==> config.mk <==
export PLATFORM = sky130hd
export DESIGN_NAME = teclado_cmd_fifo
export DESIGN_NICKNAME = d
export VERILOG_FILES = /design/src/rtl/teclado_cmd_fifo.sv
export SDC_FILE = /design/constraint.sdc
export NUM_CORES = 1
export LEC_CHECK = 0
export ABC_AREA = 1
export CORE_ASPECT_RATIO = 1.4
export CORE_UTILIZATION = 53
export CTS_CLUSTER_DIAMETER = 150
export CTS_CLUSTER_SIZE = 8
export DETAILED_ROUTE_END_ITERATION = 6
export DONT_BUFFER_PORTS = 1
export PLACE_DENSITY = 0.74
export SYNTH_ARGS = -nofsm -noshare
export SYNTH_HDL_FRONTEND = slang
export SYNTH_SLANG_ARGS = --single-unit
==> constraint.sdc <==
create_clock -name clk -period 2.9 [get_ports clk]
set_clock_uncertainty 0.15 [all_clocks]
set_input_delay 0.725 -clock clk [delete_from_list [all_inputs] [get_ports clk]]
set_output_delay 0.725 -clock clk [all_outputs]
set_load 0.02 [all_outputs]
==> src/rtl/teclado_cmd_fifo.sv <==
// Keyboard-to-PicoBlaze command FIFO: translates PS/2 scan codes to command codes,
// acknowledges the receiver and queues commands. Optional macro: TECLADO_ESC_FLUSH_EN.
module teclado_cmd_fifo #(
  parameter int          DEPTH_LOG2  = 2,
  parameter logic [7:0]  PORT_DATA   = 8'h0A,
  parameter logic [7:0]  PORT_STATUS = 8'h0B
) (
  input  logic       clk,
  input  logic       reset,
  input  logic [7:0] letra,
  input  logic       new_data,
  output logic       new_data_pico,
  input  logic [7:0] port_id,
  input  logic       read_strobe,
  output logic [7:0] dato_pico,
  output logic       fifo_full,
  output logic       fifo_empty
);

  localparam int DEPTH = 1 << DEPTH_LOG2;
  localparam logic [DEPTH_LOG2:0] C_FULL = {1'b1, {DEPTH_LOG2{1'b0}}};

  typedef enum logic [1:0] {ESPERA, ACK, LIBERA} state_t;

  state_t                r_state;
  state_t                w_state_next;
  logic [7:0]            r_mem [DEPTH];
  logic [DEPTH_LOG2-1:0] r_rd_ptr;
  logic [DEPTH_LOG2-1:0] r_wr_ptr;
  logic [DEPTH_LOG2:0]   r_count;
  logic                  r_overflow;
  logic [7:0]            r_dato;

  logic [7:0]            w_cmd;
  logic                  w_valid;
  logic                  w_capture;
  logic                  w_pop;
  logic                  w_push;
  logic                  w_ovf_set;
  logic                  w_status_rd;
  logic                  w_flush;
  logic                  w_we;
  logic [DEPTH_LOG2-1:0] w_waddr;

  always_comb begin
    w_cmd = 8'h00;
    case (letra)
      8'h2B: w_cmd = 8'h01;
      8'h33: w_cmd = 8'h02;
      8'h2C: w_cmd = 8'h03;
      8'h75: w_cmd = 8'h04;
      8'h74: w_cmd = 8'h05;
      8'h6B: w_cmd = 8'h06;
      8'h72: w_cmd = 8'h07;
      8'h76: w_cmd = 8'h08;
      default: w_cmd = 8'h00;
    endcase
  end

  assign w_valid    = (w_cmd != 8'h00);
  assign fifo_full  = (r_count == C_FULL);
  assign fifo_empty = (r_count == '0);

  assign w_capture   = (r_state == ESPERA) && new_data;
  assign w_pop       = read_strobe && (port_id == PORT_DATA) && !fifo_empty;
  assign w_status_rd = read_strobe && (port_id == PORT_STATUS);

`ifdef TECLADO_ESC_FLUSH_EN
  assign w_flush = w_capture && (w_cmd == 8'h08);
`else
  assign w_flush = 1'b0;
`endif

  // A pop in the same cycle frees a slot, so a push while full is still accepted.
  assign w_push    = w_capture && w_valid && !w_flush && (!fifo_full || w_pop);
  assign w_ovf_set = w_capture && w_valid && !w_flush && fifo_full && !w_pop;

  always_ff @(posedge clk) begin
    if (reset) r_state <= ESPERA;
    else       r_state <= w_state_next;
  end

  always_comb begin
    w_state_next = r_state;
    case (r_state)
      ESPERA:  if (new_data) w_state_next = ACK;
      ACK:     w_state_next = LIBERA;
      LIBERA:  if (!new_data) w_state_next = ESPERA;
      default: w_state_next = ESPERA;
    endcase
  end

  assign new_data_pico = (r_state == ACK);

  always_ff @(posedge clk) begin
    if (reset) begin
      r_rd_ptr   <= '0;
      r_wr_ptr   <= '0;
      r_count    <= '0;
      r_overflow <= 1'b0;
    end else if (w_flush) begin
      // ESC becomes the sole entry, written at slot 0.
      r_rd_ptr   <= '0;
      r_wr_ptr   <= DEPTH_LOG2'(1);
      r_count    <= (DEPTH_LOG2+1)'(1);
      r_overflow <= 1'b0;
    end else begin
      if (w_push) r_wr_ptr <= r_wr_ptr + DEPTH_LOG2'(1);
      if (w_pop)  r_rd_ptr <= r_rd_ptr + DEPTH_LOG2'(1);
      case ({w_push, w_pop})
        2'b10:   r_count <= r_count + (DEPTH_LOG2+1)'(1);
        2'b01:   r_count <= r_count - (DEPTH_LOG2+1)'(1);
        default: r_count <= r_count;
      endcase
      if (w_ovf_set)        r_overflow <= 1'b1;
      else if (w_status_rd) r_overflow <= 1'b0;
    end
  end

  assign w_we    = w_push || w_flush;
  assign w_waddr = w_flush ? '0 : r_wr_ptr;

  always_ff @(posedge clk) begin
    if (w_we) r_mem[w_waddr] <= w_cmd;
  end

  always_ff @(posedge clk) begin
    if (reset) begin
      r_dato <= 8'h00;
    end else if (port_id == PORT_DATA) begin
      r_dato <= fifo_empty ? 8'h00 : r_mem[r_rd_ptr];
    end else if (port_id == PORT_STATUS) begin
      r_dato <= {5'b0, r_overflow, fifo_full, ~fifo_empty};
    end else begin
      r_dato <= 8'h00;
    end
  end

  assign dato_pico = r_dato;

endmodule

==> results.cfg, run 1 <==
[placed_design]
placedCellCount = 241
placed_cell_area_um2 = 1690
gp_congestion = 0.761
dp_hpwl_um = 2310
port_buffers = 0

[worst_setup_path]
end_kind = register
max_stage_delay_ps = 380
rrSetupSlack_ps = 720
cp.buffers_inverters = 2
reg2reg_to = r_count[2]$_SDFFE_PP0P_
reg2reg_from = r_count[1]$_SDFFE_PP0P_
worstSetupPathType = input port to register
r2r_cells = 11
crit_chain = inv_1 > nand2_1 > nor2_1 > nand2_1 > nand2_1 > nor2_2 > nand2_4 > nand3_4 > ha_1 > inv_1 > fa_1 > a21oi_1 > o21ai_0 > o21ai_0 > a21oi_1
cp.required_ps = 2930
start_kind = input port
path_common_cell = nand2_1
cpMaxStageDelayCell = fa_1
cp_top_family = simple AND/OR/NAND/NOR gates
path_max_fanout = 7
arrival_ps = 2480

[die]
fp.dieH_um = 68.3
io_pins = 31
die_area_um2 = 3370
core.rowCount = 23
die_x_um = 49.4
coreArea_um2 = 2940
start_util_pct = 56.7

[global_routing]
grt_pass1_vias = 1196
use_met1_pct = 18.5
grtUsageTotal_pct = 19.8
grt_pass1_wl_um = 4790
met3_usage_pct = 6.00
grt-ovfl-total = 0
grt_max_degree = 12
top_usage_layer = met2
use_met2_pct = 37.0
antenna_found_initial = 0

[clock_tree]
cts_tree = done
root_buffer = clkbuf_8
hold_buffers = 0
cts_setup_buffers = 0
cts_num_sinks = 32
cts_resized = 0
tritoncts.num_buffers = 5
worstSkewPairLatency_ps = 290
path_clk_slew_ps = 60
htree_levels = 2
cts_buffer_depth = 2

[sta]
fmax_mhz = 408
max_slew_margin_pct = 53.3
slew_viol_final = 0
tightestPinTransition_ps = 695
finalHoldViolations = 0
whs_ps = 307
rsz0062_at_grt = no
post-route-min-period_ps = 2450
setup_violations = 0
finalCritPeriodShare_pct = 84.5
tns_ps = 0

[synthesis]
ys_seq_area_share_pct = 48.1
yosys_warnings = 0
synth-seq-cells = 32
avgSynthCellArea_um2 = 8.08
synth_async_sr_flop_share_pct = 0
synth_area_leaders = edfxtp_1 29%, dfxtp_1 19%, nand2_1 9.0%
synth_edf_count = 16
synth.distinct_cells = 30
synth_area_um2 = 1670
synth_top_area_cell = edfxtp_1
synthDominantCellAreaShare_pct = 28.9
syn_inst = 206
ys.flop_type = edfxtp_1

[drt]
drt_pre_antenna_iters = 4
final_antenna_net_count = 0
drt_wl_total_um = 2930
viasPerCell = 5.13
drc = 0
routed-via-count = 1277
wl_per_cell_um = 11.8
drt_first_iter_violations = 41

[worst_hold_path]
hp-start = r_overflow$_SDFFE_PP0P_
hold_depth = 2
worstHoldEndpoint = dato_pico[2]$_SDFF_PP0_
hold_path.class = register to register

[pwr]
pwr-share-clk_pct = 45.2
comb_power_share_pct = 4.2
leakagePower_nw = 0.740
peakVddDrop_uv = 461
cellPowerDensity_nw_per_um2 = 522
power.internal_mw = 0.738
power_frac_seq_pct = 50.6
switchingPower_mw = 0.201
switching_share_pct = 21.4

[final_layout]
stdcell_count = 249
design_area_um2 = 1800
diodes = 0
synthToLayoutAreaGrowth_pct = 8.04
layout-drive-gt1-share_pct = 9.91
fin_nets = 237

[status]
status = finished, final reports clean

[run]
maxCapViolations = 0
[cells in the final DEF (no fill, tap or decap), types with 2 or more instances in the layout]
cell type,netlist,final
a21oi_1,9,9
and2_4,2,2
clkbuf_8,0,5
conb_1,1,4
dfxtp_1,16,16
edfxtp_1,16,16
ha_1,5,5
inv_1,38,38
nand2_1,40,40
nand3_1,7,7
nand3_2,2,2
nand4_1,4,4
nor2_1,31,31
nor2_2,4,4
nor3_1,3,3
o21ai_0,9,9
o22ai_1,2,2
[final cells by class]
class	count	area, um^2
Clock buffer	5	68.8
Multi-Input combinational cell	133	694
Fill cell	263	1140
Inverter	39	146
Tap cell	37	46.3
Clock inverter	3	42.5
Sequential cell	32	801
[synthesized netlist by cell type (2+ instances only)]
library cell  number
a21oi_1            9
edfxtp_1          16
nand4_1            4
nor2_2             4
nor2_1            31
and2_4             2
dfxtp_1           16
nor3_1             3
nand2_1           40
buf_4              4
ha_1               5
o21ai_0            9
nand3_1            7
inv_1             38
nand3_2            2
o22ai_1            2
[sequential cells by signal, indices dropped and copies added, names as in the netlist, named ones only]
register,flops
r_wr_ptr,2
r_state,2
dato_pico,4
r_overflow,1
r_count,3
r_rd_ptr,2
r_mem,16
[per-layer routing]
| metal | routed length (um) | vias up |
|---|---|---|
| li1 | - | 655 |
| met2 | 1600 | 45 |
| met1 | 1100 | 569 |
| met5 | 0 | - |
| met4 | 84 | 0 |
| met3 | 150 | 8 |
[worst reg2reg max path, stage by stage, from the launching register on]
cell,delay (ps)
dfxtp_1,370
nor2_1,90
nand2_1,190
nand3_2,140
inv_1,90
ha_1,140
inv_1,70
fa_1,380
a21oi_1,140
o21ai_0,110
o21ai_0,150
a21oi_1,50
[worst max-delay path by stage]
stage	cells past startpoint	startpoint	endpoint	slack, ps
2_1_floorplan	12	port_id[5]	r_count[2]$_SDFFE_PP0P_	300
3_3_place_gp	15	letra[7]	r_count[2]$_SDFFE_PP0P_	230
3_5_place_dp	15	letra[7]	r_count[2]$_SDFFE_PP0P_	130
4_1_cts	15	letra[7]	r_count[2]$_SDFFE_PP0P_	450
5_1_grt	15	letra[7]	r_count[2]$_SDFFE_PP0P_	240
6_report	15	letra[7]	r_count[2]$_SDFFE_PP0P_	450
[kinds of logic (layout without fill, tap and decap cells)]
family / Yosys count / in the layout / synth area share, %
flops: 32 / 32 / 48.1
compound gates: 24 / 24 / 7.96
simple gates: 99 / 99 / 27.9
other cells: 1 / 4 / 0.225
buf+inv: 44 / 47 / 10.9
fa+ha+maj: 6 / 6 / 4.96
[through the flow]
step           utilization [%]  worst slack (ps)  power (mW)
3_3_place_gp              57.5               228       0.522
5_1_grt                   61.3               243       0.966
2_1_floorplan                -               298       0.522
3_5_place_dp              57.5               128       0.524
6_report                  61.3               449       0.939
4_1_cts                   61.3               450       0.944
[power by group through the flow]
stage	registers [mW]	clock network, mW	logic [mW]
6_report	0.475	0.425	0.0395
5_1_grt	0.475	0.446	0.0448
4_1_cts	0.475	0.430	0.0394
3_5_place_dp	0.485	0	0.0393
3_3_place_gp	0.485	0	0.0372
2_1_floorplan	0.484	0	0.0373
No activity file was read; power rests on OpenSTA's default activity.
==> run 2, diff against run 1 <==
Settings changed: ABC_AREA 1 to 0, PLACE_DENSITY 0.74 to 0.77.
Clock period 2.9 ns to 2 ns, I/O delays scaled along.
==> run 2 against run 1 <==
  * The run now ends with setup timing left
  * Register-to-register slack worse by 1100 ps
  * Cell count is 24% lower
  * Flip-flop and latch count stayed put
  * Sequential share of layout area is 0.31 points lower
  * Clock power is 21% lower
  * Wire length is 9.9% lower
  * Combinational power is 26% higher
  * First-iteration DRC count is 61% lower
  * Synthesized cell count is 37% lower
  * Worst hold slack worse by 230 ps
  * Design area is 1.2% higher
  * Critical path type unchanged
  * Highest routed layer unchanged
==> results.cfg, run 2 <==
[final_layout]
num-fill-cells = 215
layout_common_cells = 17 x buf_4, 16 x edfxtp_1, 15 x dfxtp_1, 11 x nor2_1
fin_nets = 178
synthToLayoutAreaGrowth_pct = 18.7
stdcell_count = 189
design_area_um2 = 1820
largest-register = r_mem
diodes = 0
largest_reg_flops = 16
layout-drive-gt1-share_pct = 32.7
mostFrequentLayoutCell = buf_4

[synthesis]
syn_inst = 130
ys_seq_area_share_pct = 52.2
synth_common_cells = 16 x dfxtp_1, 16 x edfxtp_1, 11 x nor2_1
synth_async_sr_flop_share_pct = 0
synth_area_leaders = edfxtp_1 31%, dfxtp_1 21%, mux4_2 5.9%
synth-seq-cells = 32
synth_edf_count = 16
synth_top_area_cell = edfxtp_1
yosys_warnings = 0
synth_area_um2 = 1530
avgSynthCellArea_um2 = 11.8
synth.distinct_cells = 43
synthDominantCellAreaShare_pct = 31.3
ys.flop_type = edfxtp_1

[clock_tree]
cts_tree = done
path_clk_slew_ps = 100
worstSkewPairLatency_ps = 330
cts_buffer_depth = 2
root_buffer = clkbuf_4
cts_num_sinks = 32
htree_levels = 2
tritoncts.num_buffers = 5

[sta]
finalCritPeriodShare_pct = 122
tns_ps = -941
setup_ws_ps = -439
rsz0062_at_grt = yes
max_slew_margin_pct = 56.5
slew_viol_final = 0
setup_violations = 4
fmax_mhz = 410
finalHoldViolations = 0
tightestPinTransition_ps = 644
post-route-min-period_ps = 2440

[worst_setup_path]
cp.required_ps = 2110
worstSetupPathType = input port to register
reg2reg_to = r_count[2]$_SDFFE_PP0P_
end_kind = register
rrSetupSlack_ps = -380
r2r_cells = 11
start_kind = input port
reg2reg_from = r_count[1]$_SDFFE_PP0P_
arrival_ps = 2550
worstSetupEndpoint = r_count[2]$_SDFFE_PP0P_
critPathLaunch = letra[3]
path_max_fanout = 5

[drt]
final_antenna_net_count = 0
drt_first_iter_violations = 16
viasPerCell = 5.58
drc = 0
drt_wl_total_um = 2640
wl_per_cell_um = 14.0
drt_pre_antenna_iters = 4
routed-via-count = 1055

[global_routing]
grt_max_degree = 14
grtUsageTotal_pct = 20.5
grt-ovfl-total = 0
antenna_found_initial = 0
grt_pass1_wl_um = 4330
grt_pass1_vias = 1128

[pwr]
peakVddDrop_uv = 465
leakagePower_nw = 0.677
cellPowerDensity_nw_per_um2 = 589

[placed_design]
placed_cell_area_um2 = 1720
gp_congestion = 0.776
dp_worst_setup_slack_ps = -766
port_buffers = 0
dp_hpwl_um = 2050
placedCellCount = 179

[status]
status = finished with violations
violations = setup timing

[die]
die_x_um = 47.5
fp.dieH_um = 65.7
die_area_um2 = 3120
io_pins = 31
core.rowCount = 22
coreArea_um2 = 2700
start_util_pct = 56.9

[worst_hold_path]
hold_depth = 1
hold_path.class = input port to register

[run]
maxCapViolations = 0
[run 2: cell types whose count changed after synthesis, moves of 5 or more]
cell / delta
nor2_1: -20
o21ai_0: -5
nand3_1: -6
and2_1: +5
nand2_1: -34
inv_1: -30
[run 2: cell families (layout without fill, tap and decap cells)]
group | after synthesis | in the layout | synth area share [%]
AOI/OAI and AO/OA | 16 | 16 | 6.69
xor gates and xnor gates | 4 | 4 | 2.28
adders and majority gates | 6 | 6 | 5.38
buffers and inverters | 13 | 33 | 4.16
DFF | 32 | 32 | 52.2
muxes | 4 | 4 | 5.87
other | 1 | 4 | 0.244
and+or+nand+nor | 54 | 54 | 23.2
[run 2: stage by stage]
stage | hold slack [ps] | util, % | total power, mW
2_1_floorplan | 300 | - | 0.746
3_3_place_gp | 315 | 63.6 | 0.749
3_5_place_dp | 332 | 63.6 | 0.750
4_1_cts | 49.3 | 66.0 | 1.09
5_1_grt | 34.9 | 67.5 | 1.13
6_report | 75.7 | 67.5 | 1.07
[run 2: area by class of cell]
cell class / instances / area (um^2) / area share [%]
repair buffers: 17 / 128 / 7.01
multi-input cells: 88 / 762 / 41.9
inverters: 8 / 30.0 / 1.65
well taps: 36 / 45.0 / 2.47
flip-flops and latches: 32 / 805 / 44.2
clock inverters: 3 / 13.8 / 0.756
clock buffers: 5 / 37.5 / 2.06
[run 2: worst max-delay path, cell delays in order]
cell and delay (ps):
and4bb_1 300, or4b_4 500, nand4_4 110, and3_4 190, inv_2 40, ha_4 150, inv_2 50, fa_2 190
xor2_1 70, or3_1 320, a21oi_1 140
[run 2: power breakdown]
part           internal, mW  switching [mW]  total, mW  leakage (nW)
Combinational        0.0229          0.0267     0.0496         0.354
Sequential            0.684         0.00211      0.686         0.290
Clock                 0.129           0.208      0.336        0.0324
Total                 0.835           0.236       1.07         0.677
[run 2: worst min-delay path by stage]
stage	start	to	slack (ps)
CTS	reset	r_overflow$_SDFFE_PP0P_	50
floorplan	r_overflow$_SDFFE_PP0P_	r_overflow$_SDFFE_PP0P_	300
detailed placement	r_overflow$_SDFFE_PP0P_	r_overflow$_SDFFE_PP0P_	330
finish	reset	r_overflow$_SDFFE_PP0P_	80
global placement	r_overflow$_SDFFE_PP0P_	r_overflow$_SDFFE_PP0P_	310
global route	reset	r_state[0]$_SDFFE_PP0P_	30
[run 2: routing by layer]
layer | share of wire, % | global-route usage [%] | vias up
li1 | - | - | 516
met1 | 38 | 19.2 | 498
met2 | 54 | 35.6 | 33
met3 | 5.1 | 8.52 | 8
met4 | 2.9 | 10.7 | 0
met5 | 0 | 0 | -
[run 2: what timing repair did]
| action | 4_1_cts | 5_1_grt |
|---|---|---|
| endpoints found under the hold margin | 0 | 0 |
| pin swaps | 3 | 6 |
| hold buffers | 0 | 0 |
| gates resized for setup | 6 | 8 |
| buffers inserted | 2 | 2 |
| setup endpoints to repair | 19 | 19 |
==> run 3, diff against run 2 <==
==> constraint.sdc (replaced) <==
create_clock -name clk -period 2 [get_ports clk]
set_clock_uncertainty 0.15 [all_clocks]
set_input_delay 0.4 -clock clk [delete_from_list [all_inputs] [get_ports clk]]
set_output_delay 0.4 -clock clk [all_outputs]
set_load 0.02 [all_outputs]
==> run 3 against run 2 <==
  * The run ends with hold timing, setup timing left
  * Register-to-register slack better by 70 ps
  * Via count up 4.7%
  * Non-clock buffer count up 5
  * Flip-flop and latch count unchanged
  * Fmax up 5.4%
  * Wire length up 14%
  * Die area unchanged
  * Critical endpoint unchanged
==> results.cfg, run 3 (same netlist as run 2, synthesis figures left out) <==
[worst_setup_path]
cpMaxStageDelayCell = a32oi_1
cp.buffers_inverters = 2
path_common_cell = inv_2
arrival_ps = 2450
path_max_fanout = 4
end_kind = register
cp_top_family = simple AND/OR/NAND/NOR gates
max_stage_delay_ps = 350
cp.required_ps = 2130
worstSetupPathType = input port to register
crit_chain = and4b_1 > a32oi_1 > nand4_4 > and3_4 > inv_2 > ha_4 > inv_2 > fa_2 > xor2_1 > or3_1 > a21oi_2
start_kind = input port

[drt]
topRoutingLayerUsed = met4
drc = 0
routed-via-count = 1105
viasPerCell = 5.70
routedLengthMet1_um = 1040
wl_met3_um = 174
drt_pre_antenna_iters = 4
wl_met2_um = 1690
drt_first_iter_violations = 16
wl_per_cell_um = 15.5
final_antenna_net_count = 0
drt_wl_total_um = 3000

[final_layout]
diodes = 0
fin_nets = 183
stdcell_count = 194
num-fill-cells = 200
layout-drive-gt1-share_pct = 35.4
largest_reg_flops = 16
largest-register = r_mem
mostFrequentLayoutCell = buf_4
synthToLayoutAreaGrowth_pct = 24.0
layout_common_cells = 17 x buf_4, 16 x edfxtp_1, 14 x dfxtp_1, 10 x nor2_1, 6 x nand2_1

[clock_tree]
tritoncts.num_buffers = 5
path_clk_slew_ps = 100
cts_buffer_depth = 2
htree_levels = 2
cts_num_sinks = 32
worstSkewPairLatency_ps = 340
root_buffer = clkbuf_4
hold_buffers = 4
cts_tree = done

[pwr]
peakVddDrop_uv = 426
total_power_mw = 1.23
cellPowerDensity_nw_per_um2 = 648
leakagePower_nw = 0.717

[worst_hold_path]
hold_path.class = input port to register

[die]
die_x_um = 47.5
start_util_pct = 56.9
die_area_um2 = 3120
core.rowCount = 22
coreArea_um2 = 2700
io_pins = 31
fp.dieH_um = 65.7

[status]
violations = hold timing, setup timing
status = finished with violations

[global_routing]
grtUsageTotal_pct = 23.5
grt_max_degree = 14
grt_pass1_vias = 1240
grt-ovfl-total = 0
grt_pass1_wl_um = 4920
antenna_found_initial = 0

[placed_design]
gp_congestion = 0.760
dp_hpwl_um = 2130
port_buffers = 0
placedCellCount = 179
dp_worst_setup_slack_ps = -652

[sta]
tns_ps = -616
setup_violations = 3
finalHoldViolations = 7
rsz0062_at_grt = yes
slew_viol_final = 0
fmax_mhz = 432
finalCritPeriodShare_pct = 116
post-route-min-period_ps = 2310
setup_ws_ps = -315
whs_ps = -42.4

[run]
maxCapViolations = 0
-- run 3: timing repair --
| item | CTS | global route |
|---|---|---|
| hold endpoints to repair | 12 | 8 |
| buffers inserted | 3 | 0 |
| gates cloned | 0 | 0 |
| gates resized for setup | 5 | 9 |
| pin swaps | 6 | 1 |
| setup endpoints to repair | 3 | 21 |
-- run 3: worst register-to-register path: stages (launching register included) --
cell      delay [ps]
dfxtp_2          350
buf_4            140
inv_2             60
and3_4           200
nand2b_4          60
and3_4           150
inv_2             60
ha_4             120
inv_2             40
fa_2             340
xor2_1           150
or3_1            320
a21oi_2          110
-- run 3: routing by layer --
layer,global-route usage (%),vias to the layer above
li1,-,527
met2,43.5,41
met5,0,-
met4,13.6,0
met1,19.4,524
met3,7.97,13
-- run 3: power by group --
| part | internal (mW) | leakage, nW | switching (mW) | total [mW] |
|---|---|---|---|---|
| sequential | 0.685 | 0.291 | 0.00205 | 0.688 |
| combinational | 0.0249 | 0.386 | 0.0280 | 0.0528 |
| clock | 0.260 | 0.0412 | 0.232 | 0.493 |
| total | 0.971 | 0.717 | 0.262 | 1.23 |
-- run 3: final timing paths --
check                               start                 endpoint  slack, ps  depth (start not counted)
setup / recovery                 letra[4]  r_count[2]$_SDFFE_PP0P_       -310                         11
hold / removal                      reset  r_count[1]$_SDFFE_PP0P_        -40                          1
setup reg to reg  r_count[1]$_SDFFE_PP0P_  r_count[2]$_SDFFE_PP0P_       -310                         12
hold reg to reg   r_overflow$_SDFFE_PP0P_  r_overflow$_SDFFE_PP0P_        330                          2
-- run 3: per-stage QoR --
step / hold slack [ps] / cell area [um^2] / util (%)
3_5_place_dp: 317 / 1720 / 63.6
4_1_cts: -51.4 / 1880 / 69.7
2_1_floorplan: 300 / 1590 / -
3_3_place_gp: 314 / 1720 / 63.6
5_1_grt: -68.6 / 1900 / 70.5
6_report: -42.4 / 1900 / 70.5
-- run 3: final cells by class --
cell class / instances / area [um^2] / area share, %
Multi-Input combinational cell: 88 / 764 / 40.2
Clock inverter: 3 / 42.5 / 2.24
Clock buffer: 5 / 37.5 / 1.97
Sequential cell: 32 / 803 / 42.2
Tap cell: 36 / 45.0 / 2.37
Timing Repair Buffer: 22 / 179 / 9.41
Inverter: 8 / 30.0 / 1.58
